[config.mk]
export PLATFORM = sky130hd
export DESIGN_NAME = svx32_mem_arbiter
export DESIGN_NICKNAME = d
export VERILOG_FILES = /design/src/rtl/svx32_mem_arbiter.sv
export SDC_FILE = /design/constraint.sdc
export NUM_CORES = 1
export LEC_CHECK = 0
export ABC_AREA = 1
export CORE_MARGIN = 2
export CORE_UTILIZATION = 32
export DETAILED_ROUTE_END_ITERATION = 8
export PLACE_DENSITY_LB_ADDON = 0.08
export SKIP_LAST_GASP = 1
export SLEW_MARGIN = 20
export SYNTH_ARGS = -nofsm -noshare
export SYNTH_HDL_FRONTEND = slang
export SYNTH_SLANG_ARGS = --single-unit
[constraint.sdc]
create_clock -name pil_clk -period 1.8 [get_ports pil_clk]
set_clock_uncertainty 0.1 [all_clocks]
set_input_delay 0.36 -clock pil_clk [delete_from_list [all_inputs] [get_ports pil_clk]]
set_output_delay 0.36 -clock pil_clk [all_outputs]
set_load 0.01 [all_outputs]
[src/rtl/svx32_mem_arbiter.sv]
// Round-robin arbiter sharing the svx32_core data-memory port between two masters.
// Optional watchdog abort is compiled in with `define SVX32_ARB_TIMEOUT_EN.
module svx32_mem_arbiter #(
    parameter int AW             = 32,
    parameter int DW             = 32,
    parameter int TIMEOUT_CYCLES = 64
) (
    input  logic            pil_clk,
    input  logic            pil_rst_n,

    input  logic            pil_m0_req,
    input  logic            pil_m0_wen,
    input  logic [AW-1:0]   piv_m0_addr,
    input  logic [DW-1:0]   piv_m0_wdata,
    input  logic [DW/8-1:0] piv_m0_byte_sel,
    output logic            pol_m0_ack,
    output logic            pol_m0_valid,
    output logic [DW-1:0]   pov_m0_rdata,
    output logic            pol_m0_err,

    input  logic            pil_m1_req,
    input  logic            pil_m1_wen,
    input  logic [AW-1:0]   piv_m1_addr,
    input  logic [DW-1:0]   piv_m1_wdata,
    input  logic [DW/8-1:0] piv_m1_byte_sel,
    output logic            pol_m1_ack,
    output logic            pol_m1_valid,
    output logic [DW-1:0]   pov_m1_rdata,
    output logic            pol_m1_err,

    output logic            pol_mem_req,
    output logic            pol_mem_wen,
    output logic [AW-1:0]   pov_mem_addr,
    output logic [DW-1:0]   pov_mem_wdata,
    output logic [DW/8-1:0] pov_mem_byte_sel,
    input  logic            pil_mem_ack,
    input  logic            pil_mem_valid,
    input  logic [DW-1:0]   piv_mem_rdata,

    output logic            pov_grant
);

    localparam int BW = DW / 8;

    localparam logic [1:0] ST_IDLE    = 2'd0;
    localparam logic [1:0] ST_ISSUE   = 2'd1;
    localparam logic [1:0] ST_WAIT_RD = 2'd2;

    logic [1:0]    state_q, state_d;
    logic          last_q, last_d;
    logic          grant_q, grant_d;
    logic          wen_q, wen_d;
    logic [AW-1:0] addr_q, addr_d;
    logic [DW-1:0] wdata_q, wdata_d;
    logic [BW-1:0] bsel_q, bsel_d;

    logic          win;
    logic          ack_w;
    logic          valid_w;
    logic          err_w;
    logic          expire;

`ifdef SVX32_ARB_TIMEOUT_EN
    localparam int            CW       = $clog2(TIMEOUT_CYCLES + 1);
    localparam logic [CW-1:0] CNT_LAST = CW'(TIMEOUT_CYCLES - 1);

    logic [CW-1:0] cnt_q, cnt_d;

    // Held at zero in IDLE so it starts from zero on every entry to ISSUE.
    always_comb begin
        cnt_d = cnt_q;
        if (state_q == ST_IDLE) begin
            cnt_d = '0;
        end else begin
            cnt_d = cnt_q + 1'b1;
        end
    end

    assign expire = (state_q != ST_IDLE) && (cnt_q >= CNT_LAST);

    always_ff @(posedge pil_clk or negedge pil_rst_n) begin
        if (!pil_rst_n) begin
            cnt_q <= '0;
        end else begin
            cnt_q <= cnt_d;
        end
    end
`else
    logic unused_timeout;

    assign expire         = 1'b0;
    assign unused_timeout = (TIMEOUT_CYCLES > 1);
`endif

    always_comb begin
        state_d     = state_q;
        last_d      = last_q;
        grant_d     = grant_q;
        wen_d       = wen_q;
        addr_d      = addr_q;
        wdata_d     = wdata_q;
        bsel_d      = bsel_q;
        win         = 1'b0;
        ack_w       = 1'b0;
        valid_w     = 1'b0;
        err_w       = 1'b0;
        pol_mem_req = 1'b0;

        case (state_q)
            ST_IDLE: begin
                // A tie goes to whichever master was not served last.
                win = (pil_m0_req && pil_m1_req) ? ~last_q : pil_m1_req;
                if (pil_m0_req || pil_m1_req) begin
                    grant_d = win;
                    last_d  = win;
                    wen_d   = win ? pil_m1_wen      : pil_m0_wen;
                    addr_d  = win ? piv_m1_addr     : piv_m0_addr;
                    wdata_d = win ? piv_m1_wdata    : piv_m0_wdata;
                    bsel_d  = win ? piv_m1_byte_sel : piv_m0_byte_sel;
                    state_d = ST_ISSUE;
                end
            end
            ST_ISSUE: begin
                pol_mem_req = 1'b1;
                if (pil_mem_ack) begin
                    ack_w = 1'b1;
                    if (wen_q) begin
                        state_d = ST_IDLE;
                    end else if (pil_mem_valid) begin
                        valid_w = 1'b1;
                        state_d = ST_IDLE;
                    end else begin
                        state_d = ST_WAIT_RD;
                    end
                end else if (expire) begin
                    err_w   = 1'b1;
                    state_d = ST_IDLE;
                end
            end
            ST_WAIT_RD: begin
                if (pil_mem_valid) begin
                    valid_w = 1'b1;
                    state_d = ST_IDLE;
                end else if (expire) begin
                    err_w   = 1'b1;
                    state_d = ST_IDLE;
                end
            end
            default: begin
                state_d = ST_IDLE;
            end
        endcase
    end

    always_ff @(posedge pil_clk or negedge pil_rst_n) begin
        if (!pil_rst_n) begin
            state_q <= ST_IDLE;
            last_q  <= 1'b1;
            grant_q <= 1'b0;
            wen_q   <= 1'b0;
            addr_q  <= '0;
            wdata_q <= '0;
            bsel_q  <= '0;
        end else begin
            state_q <= state_d;
            last_q  <= last_d;
            grant_q <= grant_d;
            wen_q   <= wen_d;
            addr_q  <= addr_d;
            wdata_q <= wdata_d;
            bsel_q  <= bsel_d;
        end
    end

    assign pol_mem_wen      = wen_q;
    assign pov_mem_addr     = addr_q;
    assign pov_mem_wdata    = wdata_q;
    assign pov_mem_byte_sel = bsel_q;
    assign pov_grant        = grant_q;

    // Strobes and read data are steered only to the owning master.
    assign pol_m0_ack   = ack_w   & ~grant_q;
    assign pol_m1_ack   = ack_w   &  grant_q;
    assign pol_m0_valid = valid_w & ~grant_q;
    assign pol_m1_valid = valid_w &  grant_q;
    assign pol_m0_err   = err_w   & ~grant_q;
    assign pol_m1_err   = err_w   &  grant_q;
    assign pov_m0_rdata = pol_m0_valid ? piv_mem_rdata : '0;
    assign pov_m1_rdata = pol_m1_valid ? piv_mem_rdata : '0;

endmodule

* Word level (Yosys, flattened, before mapping) *
Cells that the tools add are included.

operators by class
  $add $sub $neg = 0
  $mul = 0
  divide/modulo/power cells = 0
  order comparisons = 0
  eq/ne operators = 5
  shift operators = 0
  muxes and demuxes = 20
  bitwise operators = 6
  reduce and logical (&&, ||, !) cells = 5

operators with widths
  kind                                                 number
  two-way mux 32 bit                                   4
  two-way mux 2 bit                                    5
  two-way mux 1 bit                                    8
  != test 2 bit, second input constant                 3
  one-hot mux 2 bit (3 select lines)                   1
  bitwise AND 1 bit                                    4
  two-way mux 4 bit                                    1
  AND reduction 3 bit                                  1
  equality test 2 x 1 -> 1 bit, second input constant  1
  equality test 2 bit, second input constant           1
  logical NOT 2 bit                                    1
  inverter 1 bit                                       2
  one-hot mux 1 bit (2 select lines)                   1
  AND reduction 2 bit                                  1
  logical AND 1 bit                                    1
  logical OR 1 bit                                     1

storage, ports and cells
  register bits after elaboration = 73
  latch bits = 0
  bits in writable memories = 0
  bits in read-only memories = 0
  input port bits = 176
  logic and storage cells = 43
  memories = 0

* Logic depth before layout (Yosys ltp) *
  word-level depth = 6
  mapped depth = 7

* Least setup slack after synthesis *
No wires, ideal clock.

  path kind = reg2out
  start = register state_q[1]
  end = output pov_m1_rdata[22]
  arrival = 1.430 ns
  data required time = 1.340 ns
  setup slack = -0.090 ns
  cell stages (with the launch flop) = 8
  cells stage by stage = dfrtp_1 > inv_1 > ha_1 > nand3_1 > nand2_1 > nand3_1 > clkbuf_1 > nor2_1

between the ends
  word-level cells in the longest chain between the ends = 4

RTL lines
  element                                                              RTL line  text
  start, declared                                                      49        logic [1:0] state_q, state_d;
  start signal, assigned                                               165       state_q <= state_d;
  equality test 2 bit or equality test 2 x 1 -> 1 bit (tied branches)  109       case (state_q)
  one-hot mux 1 bit (2 select lines) *                                 109
  bitwise AND 1 bit *                                                  185       assign pol_m1_valid = valid_w & grant_q;
  two-way mux 32 bit *                                                 189       assign pov_m1_rdata = pol_m1_valid ? piv_mem_rdata : '0;
  end, declared                                                        28        output logic [DW-1:0] pov_m1_rdata,

Mark *: on every way between the ends. The rest lies on a longest branch, timed or not.

* Final worst setup path *
  start = register state_q[0]
  end = output pov_m1_rdata[1]

Same word-level chain as after synthesis.

==> metrics.md <==
| Metric | Value |
|---|---|
| Outcome | finished, violations left |
| Failing checks | setup timing |
| Busiest layer in global routing | met2 |
| Syn avg cell area | 6.59 um2 |
| Setup-failing EPs final | between 60 and 70 |
| Met3 Usage GRT | 7.63% |
| Largest net degree at the start of global routing | 56 |
| GRT overflow | 0 |
| Max Clock Freq | about 0.44 GHz |
| Inserted Clock Buffers | 9 |
| Crit path max-delay cell type | dfrtp_1 |
| HP Class | flop to flop |
| Reg2Reg Depth | 6 |
| Fin Setup TNS | -29.54 ns |
| CP arrival | between 1.5 and 2 ns |
| Site row count | 43 |
| Antenna violation net count after detailed routing | 0 |
| Layout cells sized above 1 | a little over a fifth |
| DRT iter0 DRCs | around 200 |
| Post-synthesis sequential area ratio | between 40% and 50% |
| Io pins | 317 |
| Antenna cells | 0 |
| Final nets | 1184 |
| CP Class | flop to output port |
| Top cell family by delay on the critical path | buffers and inverters |
| I/O Buffers | around 310 |
| Wire per inst | around 15 um |
| Crit. path cell count | 9 |
| Buf/Inv on CP | 5 |
| Die ar. | about 0.015 mm2 |
| Via count | ~5300 |
| Vias in the first global route | between 5000 and 6000 |
| Die H | between 100 and 150 um |
| Pre-antenna DRT Iters | 5 |
| Critical Path Sink Type | output port |
| Leak pwr | between 4 and 5 nW |
| Post-Syn Instances | about 670 |
| Setup WS pre-CTS | -0.730 ns |
| Crit path required time | roughly 1.3 ns |
| Total GRT Usage | a little under a quarter |
| Multi-input gate area | 0.00256 mm2 |
| Post-route minimum period | 2.30 ns |
| Synth top area share | between 40% and 50% |
| Number of synthesized flops with an enable pin | 0 |
| CP peak stage delay | 0.37 ns |
| GR Util met2 | around two fifths |
| Synth warnings | 0 |
| Clock latency on the worst-skew pair | approximately 0.34 ns |
| Max Cap Viol | 0 |
| Worst-path clk slew | roughly 0.06 ns |
| Largest cells by area after synthesis | dfrtp_1 41%, nand2_1 23%, nand3_1 8.6% |
| Global-route wire length before repair | around 27000 um |
| RSZ-0062 raised after global routing | yes |
| Vias per cell | roughly 4.5 |
| Final worst-path cycle share | 128% |
| Chip width | 122 um |
| Routed WL | 18300 um |
| Ys async rst share | 100% |
| Top-count cell post-synth | nand2_1 |
| PD cells | about 1300 mW/mm2 |
| Worst hold stages | 2 |
| Clk sink count | 73 |
| Root Driver | clkbuf_16 |
| Top cells by count, synth | 271 x nand2_1, 88 x inv_1, 76 x nand3_1 |
| Max IR drop VDD | 0.732 mV |
| Setup crit start kind | flop |
| Synth Flop Type | dfrtp_1 |
| Starting density of the core | about a third |
| TritonCTS clock tree | done |
| H-tree depth | 3 |
| Initial antenna violation count | 0 |
| Critical Path, Cell by Cell | inv_2 > ha_4 > nand2_4 > inv_4 > nand3_4 > buf_12 > buf_12 > nor2_4 > buf_6 |
| Distinct cells, synth | 18 |
| Post-synth top area cell | dfrtp_1 |
| Flip-flop and latch area | around 0.0018 mm2 |
| Fin. max-slew vios | 0 |
| Core ar. | 0.0137 mm2 |
| Worst Path Max Fanout | 8 |
| Global routing usage on met1 | between 20 and 30% |
| Longest Clk Path Bufs | 2 |
| Netlist Area Pre-Place | about 0.0044 mm2 |
| Syn-to-layout area delta | 103% |
| Fillcell total | 1163 |
| DRC Markers | 0 |
| Yosys reg bits | 73 |
| Placer Congestion | between 0.8 and 0.9 |
| Fin worst setup slack | -0.498 ns |
| Post-DP HPWL | about 13000 um |
| Cell mode on critical path | buf_12 |
| Final Hold Viols | 0 |
worst min-delay path, cell delays in order, from the launching register on:
cell     delay (ns)
dfstp_2        0.37
nand2_1        0.05
nand2_1        0.04
metrics by stage:
| step | power [mW] | cells | cell area, um2 | hold slack (ns) | util (%) |
|---|---|---|---|---|---|
| floorplan | 5.59 | 675 | 4620 | -0.0356 | - |
| global route | 12.1 | 1188 | 9000 | 0.392 | 65.6 |
| global placement | 8.96 | 1156 | 8140 | 0.204 | 59.3 |
| finish | 11.3 | 1188 | 9000 | 0.371 | 65.6 |
| CTS | 11.1 | 1182 | 8560 | 0.374 | 62.4 |
| detailed placement | 9.03 | 1156 | 8140 | 0.208 | 59.3 |
cells in the final DEF, fill, tap and decap left out, types with 11 or more instances in the layout:
master / instances
buf_12: 17
buf_2: 23
buf_4: 24
buf_6: 48
clkbuf_16: 11
clkdlybuf4s50_1: 241
dfrtp_1: 72
inv_1: 83
nand2_1: 268
nand3_1: 73
nand3b_1: 44
nor2_2: 19
nor2_4: 46
where the power goes:
group          switching [mW]  internal, mW  total, mW
logic                    3.23          3.25       6.48
registers               0.429          2.48       2.91
clock network           0.701          1.25       1.95
routing by layer:
metal | share of wire [%] | up-vias
met5 | 0 | -
met4 | 2.7 | 0
met3 | 8.2 | 32
met2 | 50 | 184
met1 | 39 | 2400
li1 | - | 2689
state kept, by name (all words and copies together) (netlist names):
name,flops
last_q,1
pol_mem_wen,1
pov_grant,1
pov_mem_addr,32
pov_mem_byte_sel,4
pov_mem_wdata,32
state_q,2
worst paths after layout:
path,from,end,slack (ns)
max,state_q[0],pov_m1_rdata[1],-0.50
min,last_q,last_q,0.37
max reg2reg,last_q,pov_mem_wdata[13],0.34
min reg2reg,last_q,last_q,0.37
max in group asynchronous,pil_rst_n,pov_mem_addr[30],0.63
min in group asynchronous,pil_rst_n,pov_mem_addr[24],0.39
kinds of logic (layout without fill, tap and decap cells):
kind of cell,Yosys count,in the layout,share of synthesized area (%)
flops,73,73,41.2
compound gates,2,2,0.479
fa+ha+maj,4,4,1.13
simple gates,461,461,44.9
other cells,1,2,0.0844
buf+inv,133,466,12.2
layout make-up:
type	instances	area share [%]
timing repair buffer	362	41.4
tap	180	2.50
clock buffer	11	2.70
multi-input combinational	469	28.4
inverter	89	3.82
clock inverter	4	0.848
sequential	73	20.3
repair_timing:
item,in CTS,in global routing
pin swaps,2,11
endpoints found under the setup margin,71,69
cloned,4,2
hold buffers,1,0
gates resized for setup,217,196
setup buffers,6,7
endpoints found under the hold margin,23,0
Power figures use the tool's default switching activity.
